==> config.mk <==
export PLATFORM = sky130hd
export DESIGN_NAME = csr_regfile
export DESIGN_NICKNAME = d
export VERILOG_FILES = /design/src/rtl/csr_regfile_pkg.sv /design/src/rtl/csr_regfile_counter.sv /design/src/rtl/csr_regfile.sv
export SDC_FILE = /design/constraint.sdc
export NUM_CORES = 1
export LEC_CHECK = 0
export BUFFER_PORTS_ARGS = -buffer_cell sky130_fd_sc_hd__buf_2
export CAP_MARGIN = 20
export CORE_MARGIN = 2
export CORE_UTILIZATION = 50
export DETAILED_ROUTE_END_ITERATION = 7
export PLACE_DENSITY_LB_ADDON = 0.15
export SLEW_MARGIN = 10
export SYNTH_ARGS = -nofsm -noshare
export SYNTH_HDL_FRONTEND = slang
export SYNTH_HIERARCHICAL = 1
export SYNTH_SLANG_ARGS = --single-unit
==> constraint.sdc <==
create_clock -name clk -period 3.8 [get_ports clk]
set_input_delay 0.38 -clock clk [delete_from_list [all_inputs] [get_ports clk]]
set_output_delay 0.38 -clock clk [all_outputs]
set_load 0.02 [all_outputs]
==> src/rtl/csr_regfile_pkg.sv <==
// csr_regfile_pkg: CSR addresses, mstatus bit indices, FSM state type, write-field masking helpers
package csr_regfile_pkg;
  localparam logic [11:0] CSR_MSTATUS   = 12'h300;
  localparam logic [11:0] CSR_MTVEC     = 12'h305;
  localparam logic [11:0] CSR_MSCRATCH  = 12'h340;
  localparam logic [11:0] CSR_MEPC      = 12'h341;
  localparam logic [11:0] CSR_MCAUSE    = 12'h342;
  localparam logic [11:0] CSR_MTVAL     = 12'h343;
  localparam logic [11:0] CSR_MCYCLE    = 12'hB00;
  localparam logic [11:0] CSR_MINSTRET  = 12'hB02;
  localparam logic [11:0] CSR_MCYCLEH   = 12'hB80;
  localparam logic [11:0] CSR_MINSTRETH = 12'hB82;
  localparam logic [11:0] CSR_MHARTID   = 12'hF14;
  localparam int MSTATUS_MIE  = 3;
  localparam int MSTATUS_MPIE = 7;
  typedef enum logic {RUN, REDIRECT} state_t;
  function automatic logic [31:0] csr_mask(input logic [11:0] a, input logic [31:0] d);
    return a == CSR_MSTATUS ? (32'h0000_1800 | (d & 32'h0000_0088)) :
           (a == CSR_MTVEC || a == CSR_MEPC) ? {d[31:2], 2'b00} : d;
  endfunction
  function automatic logic csr_writable(input logic [11:0] a);
    return a inside {CSR_MSTATUS, CSR_MTVEC, CSR_MSCRATCH, CSR_MEPC, CSR_MCAUSE, CSR_MTVAL,
                     CSR_MCYCLE, CSR_MCYCLEH, CSR_MINSTRET, CSR_MINSTRETH};
  endfunction
endpackage

==> src/rtl/csr_regfile_counter.sv <==
// csr_counter64: 64-bit counter (clk, rst_n, inc, wr_lo, wr_hi, wdata -> q); a half-write replaces that half and blocks the increment
module csr_counter64 (
  input  logic        clk,
  input  logic        rst_n,
  input  logic        inc,
  input  logic        wr_lo,
  input  logic        wr_hi,
  input  logic [31:0] wdata,
  output logic [63:0] q
);
  always_ff @(posedge clk or negedge rst_n)
    if (!rst_n) q <= '0;
    else if (wr_lo || wr_hi) q <= {wr_hi ? wdata : q[63:32], wr_lo ? wdata : q[31:0]};
    else if (inc) q <= q + 64'd1;
endmodule

==> src/rtl/csr_regfile.sv <==
// csr_regfile: M-mode CSRs; comb read port (rd_addr -> rd_data/rd_illegal, write bypass), write-back port, trap/mret entry, mcycle/minstret, registered fetch redirect, mie out
module csr_regfile
  import csr_regfile_pkg::*;
#(
  parameter logic [31:0] MTVEC_RESET = 32'h0000_0000,
  parameter logic [31:0] HART_ID     = 32'h0
) (
  input  logic        clk,
  input  logic        rst_n,
  input  logic [11:0] csrfin_rd_addr,
  output logic [31:0] csrfout_rd_data,
  output logic        csrfout_rd_illegal,
  input  logic        csrfin_wr_en,
  input  logic [11:0] csrfin_wr_addr,
  input  logic [31:0] csrfin_wr_data,
  input  logic        csrfin_trap_valid,
  input  logic [31:0] csrfin_trap_cause,
  input  logic [31:0] csrfin_trap_pc,
  input  logic [31:0] csrfin_trap_tval,
  input  logic        csrfin_mret_valid,
  input  logic        csrfin_instret,
  output logic        csrfout_redirect_valid,
  output logic [31:0] csrfout_redirect_pc,
  output logic        csrfout_mie
);
  logic        mie, mpie;
  logic [31:0] mtvec, mscratch, mepc, mcause, mtval, cur, wd;
  logic [63:0] mcycle, minstret;
  logic        wr_ok;
  state_t      state;
  assign wr_ok = csrfin_wr_en && !csrfin_trap_valid && !csrfin_mret_valid;
  assign wd = csr_mask(csrfin_wr_addr, csrfin_wr_data);
  assign csrfout_mie = mie;
  always_comb begin
    cur = '0;
    csrfout_rd_illegal = 1'b0;
    case (csrfin_rd_addr)
      CSR_MSTATUS:   cur = {19'b0, 2'b11, 3'b0, mpie, 3'b0, mie, 3'b0};
      CSR_MTVEC:     cur = mtvec;
      CSR_MSCRATCH:  cur = mscratch;
      CSR_MEPC:      cur = mepc;
      CSR_MCAUSE:    cur = mcause;
      CSR_MTVAL:     cur = mtval;
      CSR_MCYCLE:    cur = mcycle[31:0];
      CSR_MCYCLEH:   cur = mcycle[63:32];
      CSR_MINSTRET:  cur = minstret[31:0];
      CSR_MINSTRETH: cur = minstret[63:32];
      CSR_MHARTID:   cur = HART_ID;
      default:       csrfout_rd_illegal = 1'b1;
    endcase
  end
  assign csrfout_rd_data = (csrfin_wr_en && csrfin_wr_addr == csrfin_rd_addr && csr_writable(csrfin_rd_addr)) ?
                           csr_mask(csrfin_rd_addr, csrfin_wr_data) : cur;
  always_ff @(posedge clk or negedge rst_n)
    if (!rst_n) begin
      mie <= 1'b0;
      mpie <= 1'b0;
      mtvec <= MTVEC_RESET;
      mscratch <= '0;
      mepc <= '0;
      mcause <= '0;
      mtval <= '0;
    end else if (csrfin_trap_valid) begin
      mepc <= {csrfin_trap_pc[31:2], 2'b00};
      mcause <= csrfin_trap_cause;
      mtval <= csrfin_trap_tval;
      mpie <= mie;
      mie <= 1'b0;
    end else if (csrfin_mret_valid) begin
      mie <= mpie;
      mpie <= 1'b1;
    end else if (wr_ok) begin
      case (csrfin_wr_addr)
        CSR_MSTATUS:  begin mie <= wd[MSTATUS_MIE]; mpie <= wd[MSTATUS_MPIE]; end
        CSR_MTVEC:    mtvec <= wd;
        CSR_MSCRATCH: mscratch <= wd;
        CSR_MEPC:     mepc <= wd;
        CSR_MCAUSE:   mcause <= wd;
        CSR_MTVAL:    mtval <= wd;
        default:      ;
      endcase
    end
  always_ff @(posedge clk or negedge rst_n)
    if (!rst_n) begin
      state <= RUN;
      csrfout_redirect_valid <= 1'b0;
      csrfout_redirect_pc <= '0;
    end else if (csrfin_trap_valid || csrfin_mret_valid) begin
      state <= REDIRECT;
      csrfout_redirect_valid <= 1'b1;
      csrfout_redirect_pc <= csrfin_trap_valid ? mtvec : mepc;
    end else if (state == REDIRECT) begin
      state <= RUN;
      csrfout_redirect_valid <= 1'b0;
    end
  csr_counter64 u_mcycle (
    .clk(clk), .rst_n(rst_n), .inc(1'b1),
    .wr_lo(wr_ok && csrfin_wr_addr == CSR_MCYCLE),
    .wr_hi(wr_ok && csrfin_wr_addr == CSR_MCYCLEH),
    .wdata(csrfin_wr_data), .q(mcycle)
  );
  csr_counter64 u_minstret (
    .clk(clk), .rst_n(rst_n), .inc(csrfin_instret),
    .wr_lo(wr_ok && csrfin_wr_addr == CSR_MINSTRET),
    .wr_hi(wr_ok && csrfin_wr_addr == CSR_MINSTRETH),
    .wdata(csrfin_wr_data), .q(minstret)
  );
endmodule

# After elaboration in Yosys (flattened, before gate mapping)
# Cells that the tools add are included.
# totals
out_inout_bits	67
ff_bits	324
wordCells	116
inputBits	158
# op_classes
add_sub_neg	2
eq_ne	27
mux	38
bitwise_logic	2
reduce_logical	33
# ops
operator	n
2-to-1 mux 32 bit	20
one-hot mux 32 bit (10 select lines)	1
2-to-1 mux 64 bit	3
equality test 12 x 10 -> 1 bit, second input constant	12
adder 64 x 1 -> 64 bit, second input constant	2
equality test 12 bit, second input constant	9
equality test 12 bit	1
2-to-1 mux 1 bit	12
nonzero test 2 bit	6
OR reduction 11 bit	1
nonzero test 10 bit	1
AND reduction 3 bit	3
logical AND 1 bit	8
inequality test 2 x 1 -> 1 bit, second input constant	4
AND reduction 4 bit	2
AND reduction 2 bit	3
nonzero test 3 bit	2
logical OR 1 bit	5
2-to-1 mux 2 bit	2
logical NOT 1 bit	2
inequality test 2 bit, second input constant	1
NOT 1 bit	2

# Longest topological paths before layout
# Gate-level depths: netlist of the first run.
# logic_depth
depth_word	8
mapped_depth	12
ltp_nobuf	10

# Hierarchy
# Netlist of the first run, hierarchy kept.
# modules_own_cells
module	instances	area_each_um2	cells_each	seq_area_each_um2
csr_regfile	1	11845.1	1300	4904.7
csr_counter64 at u_minstret	1	4116.4	490	1601.5
csr_counter64 at u_mcycle	1	4053.9	484	1601.5

# Worst setup path after synthesis of the first run
# No wires, ideal clock.
# synth_path
kind	input to output
from	input port csrfin_rd_addr[4]
to	output port csrfout_rd_data[13]
arrival_ns	2.335
t_required_ns	3.420
setup_slack_ns	1.085
path_buffers	2
cell_stages	7
cell_sequence	clkbuf_1 > xnor2_1 > nand3_1 > nor4_2 > clkbuf_1 > a21oi_1 > a311oi_1
# synth_via
elab_chain_cells	4
elab_cells_between_ends	17
classes_between	eq/ne (11); mux (3); reduce/logical (3)
# synth_lines
element	line_no	source
start: declaration	csr_regfile.sv:10	input logic [11:0] csrfin_rd_addr,
equality test 12 x 10 -> 1 bit, or another cell as far along	csr_regfile_pkg.sv:18, csr_regfile_pkg.sv:22, csr_regfile.sv:37	
nonzero test 10 bit or logical AND 1 bit (tied branches)	csr_regfile_pkg.sv:22, csr_regfile.sv:52	
logical AND 1 bit	csr_regfile.sv:52	assign csrfout_rd_data = (csrfin_wr_en && csrfin_wr_addr == csrfin_rd_addr && csr_writable(csrfin_rd_addr)) ?
2-to-1 mux 32 bit *	csr_regfile.sv:52	
end: declaration	csr_regfile.sv:11	output logic [31:0] csrfout_rd_data,
# Every way passes the cells marked *; elsewhere a longest branch is shown, timed or not.

# Worst setup path after layout of the first run
# layout_path
from	register u_minstret.q[5]
to	register u_minstret.q[49]
# layout_via
elab_chain_cells	3
# layout_lines
element	line_no	source
start: declaration	csr_regfile_counter.sv:9	output logic [63:0] q
start signal: assignment	csr_regfile_counter.sv:13	else if (wr_lo || wr_hi) q <= {wr_hi ? wdata : q[63:32], wr_lo ? wdata : q[31:0]};
start signal: assignment	csr_regfile_counter.sv:14	else if (inc) q <= q + 64'd1;
adder 64 x 1 -> 64 bit	csr_regfile_counter.sv:14	
2-to-1 mux 64 bit	csr_regfile_counter.sv:14	
2-to-1 mux 64 bit	csr_regfile_counter.sv:13	
# No other way between the ends. The select of a mux whose other input is x is not followed.
# A chain may end at the register's enable or synchronous reset.

==> results.cfg, run 1 <==
[finish]
fin_cells = 2979
fin_nets = 2587
area_growth_pct = 14.8
fill_cells = 3599
drive_gt1_share_pct = 18.6
final_cell_area_um2 = 23000

[worst_setup_path]
crit_arrival_ns = 3.90
max_stage_delay_ns = 1.07
crit_required_ns = 4.23
slowest_stage = nor3_1
worstSetupEndpointType = flop
critPathMaxFanout = 7
start_kind = flop
r2r_cells = 6
cp_cell_sequence = nand3_1 -> nor3_1 -> nand4_1 -> nor4_2 -> xnor2_1 -> o21ai_1
path_class = flop to flop

[cts]
clk_path_buf_depth = 3
cts_tree = yes
post_cts_resize_count = 0
insertion_delay_ns = 0.57
clkSlewWorstSetupHoldPaths_ns = 0.06
cts_buffers = 38
cts_root_buf = clkbuf_16
h-tree-depth = 2
clkSinkCount = 324

[sta]
drv_slew = 0
timing.final.crit_share_pct = 91.3
period_minus_slack_ns = 3.47
grt_setup_unrepaired = false
fmax_ghz = 0.288
finalSetupViolCount = 0
maxSlewHeadroom_pct = 14.7
final.setup.tns_ns = 0
hold_violations = 0
skew_ns = 0.0124
worst_pin_slew_ns = 1.27

[synthesis]
synth_nets = 2434
async_flop_share_pct = 100
synth-seq-cells = 324
synth.avg_cell_area_um2 = 8.80
syn_inst = 2274
yosys_warnings = 6
synth_cell_types = 91
syn-cell-area_um2 = 20000
yosysSeqAreaShare_pct = 40.5
synth_edf_count = 0
ys.flop_type = dfrtp_1
netlist_top_cells_count = dfrtp_1 (324), nand2_1 (258), a21oi_1 (230)
yosysMostFrequentCell = dfrtp_1
synth.top_cell.area_share_pct = 40.5
yosys.area.top_type = dfrtp_1
synth_area_leaders = dfrtp_1 (41%), a21oi_1 (5.8%), nand2_1 (4.8%)

[drt]
routed_via_density = 6.83
drtIter0Drc = 2405
drtPass1Iterations = 8
drt_wl_total_um = 87000
vias = 20300
drtAntennaViolNets = 0
drc = 2
wl_per_cell_um = 29.2

[global_routing]
grt_max_degree = 261
grt_pass1_vias = 19300
grt_pass1_wl_um = 128000
antenna_found_initial = 5
grt_use_total_pct = 41.8
grt_remaining_overflow = 0

[power]
cellLeakagePower_nw = 9.43
clock_power_share_pct = 42.0
power_frac_seq_pct = 44.7
power-per-cell-area_nw_per_um2 = 386
pwr-share-comb_pct = 13.4
p_int_mw = 6.30
switching_power_mw = 2.57
peakVddDrop_mv = 0.332
p_sw_share_pct = 29.0

[die]
start_util_pct = 50.5
dieHeight_um = 204
io_pins = 225
num_rows = 73
die_area_um2 = 41600
die_x_um = 204
fp.coreArea_um2 = 39600

[placement]
gp_congestion = 1.03
dp_hpwl_um = 62300
dp.cells = 2911
place_area_um2 = 21700
numPortBuffers = 222

[run_status]
violations = design-rule violations
status = finished with violations

[min_path]
hold_path_class = input port to flop
whs_path_depth = 3

[job]
cap_violations = 0
==> per-stage QoR <==
step | setup slack, ns | total power [mW] | hold WS, ns | utilization [%]
after CTS | 0.547 | 8.87 | 0.0193 | 57.9
after detailed placement | 0.559 | 5.17 | 0.425 | 54.8
final | 0.330 | 8.87 | 0.0311 | 58.0
after global placement | 0.580 | 5.14 | 0.420 | 54.8
after floorplan | 1.09 | 4.57 | 0.0844 | -
after global routing | 0.417 | 9.17 | 0.0267 | 57.9
==> layer usage <==
layer  global-route usage (%)  vias up  share of wire [%]
li1                         -     8707                  -
met1                     54.6    10000                 38
met2                     63.5     1318                 45
met5                        0        -                  0
met3                     10.6      304                 11
met4                     23.1        0                6.1
==> flip-flops by register name, indices dropped and copies added (netlist names) <==
register                cells
csrfout_mie                 1
csrfout_redirect_pc        32
csrfout_redirect_valid      1
mcause                     32
mepc                       32
mpie                        1
mscratch                   32
mtval                      32
mtvec                      32
state                       1
u_mcycle/q                 64
u_minstret/q               64
==> critical path, delay by kind of cell (launching register included) <==
| family | cells | cell delay (ns) |
|---|---|---|
| AO/OA/AOI/OAI | 1 | 0.07 |
| XOR/XNOR | 1 | 0.17 |
| flip-flops | 1 | 0.46 |
| AND/OR/NAND/NOR | 4 | 2.63 |
==> layout make-up <==
| class | instances | area (um2) | area share, % |
|---|---|---|---|
| multi-input combinational | 1752 | 11100 | 48.4 |
| antenna | 3 | 7.51 | 0.0327 |
| tap | 525 | 657 | 2.86 |
| inverter | 20 | 75.1 | 0.327 |
| clock buffer | 57 | 1120 | 4.88 |
| timing repair buffer | 291 | 1780 | 7.73 |
| clock inverter | 7 | 111 | 0.485 |
| sequential | 324 | 8110 | 35.3 |
==> power groups by stage <==
stage / clock network (mW) / registers [mW] / logic (mW)
global placement: 0 / 4.00 / 1.14
detailed placement: 0 / 4.01 / 1.16
global route: 3.89 / 3.99 / 1.28
finish: 3.72 / 3.96 / 1.19
CTS: 3.75 / 3.95 / 1.16
floorplan: 0 / 3.92 / 0.645
==> cell usage in the layout (no fill, tap or decap), types with 18 or more instances in the layout <==
| master | instances |
|---|---|
| nor4_1 | 23 |
| mux2i_1 | 72 |
| nand3_1 | 147 |
| nor2_1 | 111 |
| nor3_1 | 77 |
| clkbuf_16 | 38 |
| o21ai_0 | 148 |
| a22oi_1 | 31 |
| buf_4 | 59 |
| buf_2 | 219 |
| dfrtp_1 | 324 |
| mux2_2 | 18 |
| a21oi_1 | 230 |
| nand4_1 | 67 |
| inv_1 | 18 |
| mux4_2 | 30 |
| a211oi_1 | 21 |
| and3_1 | 36 |
| o22ai_1 | 19 |
| nand2_1 | 258 |
| xor2_1 | 33 |
| o21ai_1 | 28 |
| xnor2_1 | 40 |
| a31oi_1 | 21 |
| nor2b_1 | 83 |
==> timing repair <==
action                    in CTS  in global routing
hold buffers                   1                  0
hold endpoints to repair      72                  0
setup buffers                  0                  0
==> kinds of logic after synthesis <==
logic type / share of synthesized area, %
mux: 8.44
buf+inv: 4.23
other cells: 0.0187
compound gates: 19.1
fa+ha+maj: 0.125
flops: 40.5
simple gates: 24.4
xor+xnor: 3.19
==> worst paths after layout <==
| path | from | slack (ns) | end |
|---|---|---|---|
| min reg2reg | state | 0.44 | csrfout_redirect_valid |
| min | csrfin_trap_tval[7] | 0.03 | mtval[7] |
| max reg2reg | u_minstret/q[5] | 0.33 | u_minstret/q[49] |
| min in group asynchronous | rst_n | 0.42 | u_minstret/q[3] |
| max in group asynchronous | rst_n | 2.39 | mcause[15] |
| max | u_minstret/q[5] | 0.33 | u_minstret/q[49] |
(Power assumes the default switching activity.)
==> run 2, diff against run 1 <==
--- a/config.mk
+++ b/config.mk
@@ -9,6 +9,7 @@
 export CAP_MARGIN = 20
 export CORE_MARGIN = 2
 export CORE_UTILIZATION = 50
+export CTS_BUF_LIST = sky130_fd_sc_hd__clkbuf_2 sky130_fd_sc_hd__clkbuf_4 sky130_fd_sc_hd__clkbuf_8
 export DETAILED_ROUTE_END_ITERATION = 7
 export PLACE_DENSITY_LB_ADDON = 0.15
 export SLEW_MARGIN = 10
==> run 2 against run 1 <==
Net effect:
- the run now ends clean
- sequential share of layout area fell by 1.4 points
- die area unchanged
- sequential power barely moved
- worst setup slack worse by 0.060 ns
- largest power group unchanged
==> results.cfg, run 2 (synthesis gave the netlist of run 1 again) <==
[run_status]
status = finished, final reports clean

[drt]
drtAntennaViolNets = 0
drc = 0
drtPass1Iterations = 6
vias = 20900
drt_wl_total_um = 89500
routed_via_density = 6.72
wl_per_cell_um = 28.8
drtIter0Drc = 2689

[die]
num_rows = 73
start_util_pct = 50.5
io_pins = 225
die_area_um2 = 41600
fp.coreArea_um2 = 39600
die_x_um = 204
dieHeight_um = 204

[worst_setup_path]
crit_required_ns = 3.42
crit_arrival_ns = 3.15
setup.worst_path.start = csrfin_rd_addr[0]
crit_top_cell = buf_2
worstPathBufferInverterCount = 2
slowest_stage = nor3_1
critPathTopFamily = simple AND/OR/NAND/NOR gates
max_stage_delay_ns = 0.73
critPathMaxFanout = 7
start_kind = input port
worstSetupEndpointType = primary output
cp_cell_sequence = buf_2 -> nor3_1 -> nand3_1 -> o22ai_1 -> a21oi_1 -> a211oi_1 -> buf_2
path_class = input port to primary output
regToRegStartpoint = u_minstret/q[5]

[placement]
numPortBuffers = 222
pre_cts_slack_ns = 0.559
place_area_um2 = 21700
dp_hpwl_um = 62300
gp_congestion = 1.03
dp.cells = 2911

[global_routing]
grt_pass1_vias = 20000
grt_max_degree = 261
grt_pass1_wl_um = 131000
antenna_found_initial = 6
grt_remaining_overflow = 0
grt_use_total_pct = 42.7

[sta]
maxSlewHeadroom_pct = 25.1
worst_pin_slew_ns = 1.11
hold_violations = 0
finalSetupViolCount = 0
timing.final.crit_share_pct = 92.9
drv_slew = 0
skew_ns = 0.0292
setup_ws_ns = 0.271
grt_setup_unrepaired = false
final.setup.tns_ns = 0
period_minus_slack_ns = 3.53
fmax_ghz = 0.283

[cts]
insertion_delay_ns = 0.68
clk_path_buf_depth = 3
clkSlewWorstSetupHoldPaths_ns = 0.06
clkSinkCount = 324
cts_root_buf = clkbuf_8
cts_buffers = 56
h-tree-depth = 2
cts_tree = yes

[finish]
layout_commonest_cell = dfrtp_1
fin_nets = 2698
fin_cells = 3109
final_cell_area_um2 = 23900
drive_gt1_share_pct = 19.5
reg_top3 = u_mcycle/q (64), u_minstret/q (64)
fill_cells = 3464
area_growth_pct = 19.5
layout_common_cells = dfrtp_1 (324), nand2_1 (258), a21oi_1 (230)

[job]
cap_violations = 0

[min_path]
hold_start = csrfin_trap_tval[29]
hold_path_class = input port to flop

[power]
cellLeakagePower_nw = 9.89
peakVddDrop_mv = 0.323
power-per-cell-area_nw_per_um2 = 369
[run 2: changes by cell type in the layout (fill, tap and decap cells not counted), moves of 2 or more]
cell,change
dlygate4sd3_1,+93
clkbuf_8,+63
clkbuf_16,-38
clkbuf_4,+19
clkbuf_1,-9
clkinv_2,+5
diode_2,-2
inv_12,+2
[run 2: final timing paths]
path / end / slack, ns / cells past startpoint
min: mtval[29] / 0.03 / 3
max reg2reg: u_minstret/q[49] / 0.45 / 6
max in group asynchronous: u_mcycle/q[18] / 2.48 / 3
min in group asynchronous: u_minstret/q[1] / 0.30 / 2
min reg2reg: csrfout_redirect_valid / 0.44 / 1
max: csrfout_rd_data[21] / 0.27 / 7
[run 2: final cells by class]
cell class	count	area, um2	share of cell area [%]
Antenna cell	1	2.50	0.0105
Clock buffer	92	1150	4.80
Clock inverter	11	103	0.429
Inverter	20	75.1	0.314
Multi-Input combinational cell	1752	11100	46.5
Sequential cell	324	8110	33.9
Tap cell	525	657	2.75
Timing Repair Buffer	384	2710	11.3
[run 2: where the power goes]
part	switching [mW]	leakage (nW)	internal [mW]
Combinational	0.758	5.10	0.511
Clock	1.60	0.672	1.99
Sequential	0.294	4.12	3.67
[run 2: metal layers]
metal | vias to the layer above | wire length [um] | GRT usage (%)
li1 | 8930 | - | -
met1 | 10300 | 33800 | 55.3
met2 | 1362 | 40200 | 65.5
met3 | 308 | 9900 | 10.5
met4 | 4 | 5560 | 24.4
met5 | - | 30 | 0
[run 2: timing repair]
| action | in CTS | in global routing |
|---|---|---|
| endpoints found under the hold margin | 165 | 0 |
| resized for setup | 0 | 0 |
| hold buffers | 94 | 0 |
| buffers inserted | 0 | 0 |
[run 2: through the flow]
| step | power, mW | hold WS (ns) | utilization, % |
|---|---|---|---|
| floorplan | 4.57 | 0.0844 | - |
| global placement | 5.14 | 0.420 | 54.8 |
| detailed placement | 5.17 | 0.425 | 54.8 |
| CTS | 8.79 | 0.000115 | 60.3 |
| global route | 9.12 | 0.0367 | 60.3 |
| finish | 8.82 | 0.0341 | 60.3 |
[run 2: worst register-to-register path: stages, from the launching register on]
cell and delay [ns]:
dfrtp_1 0.47, nand3_1 0.28, nor3_1 0.97, nand4_1 0.72, nor4_2 0.54, xnor2_1 0.17
o21ai_1 0.07
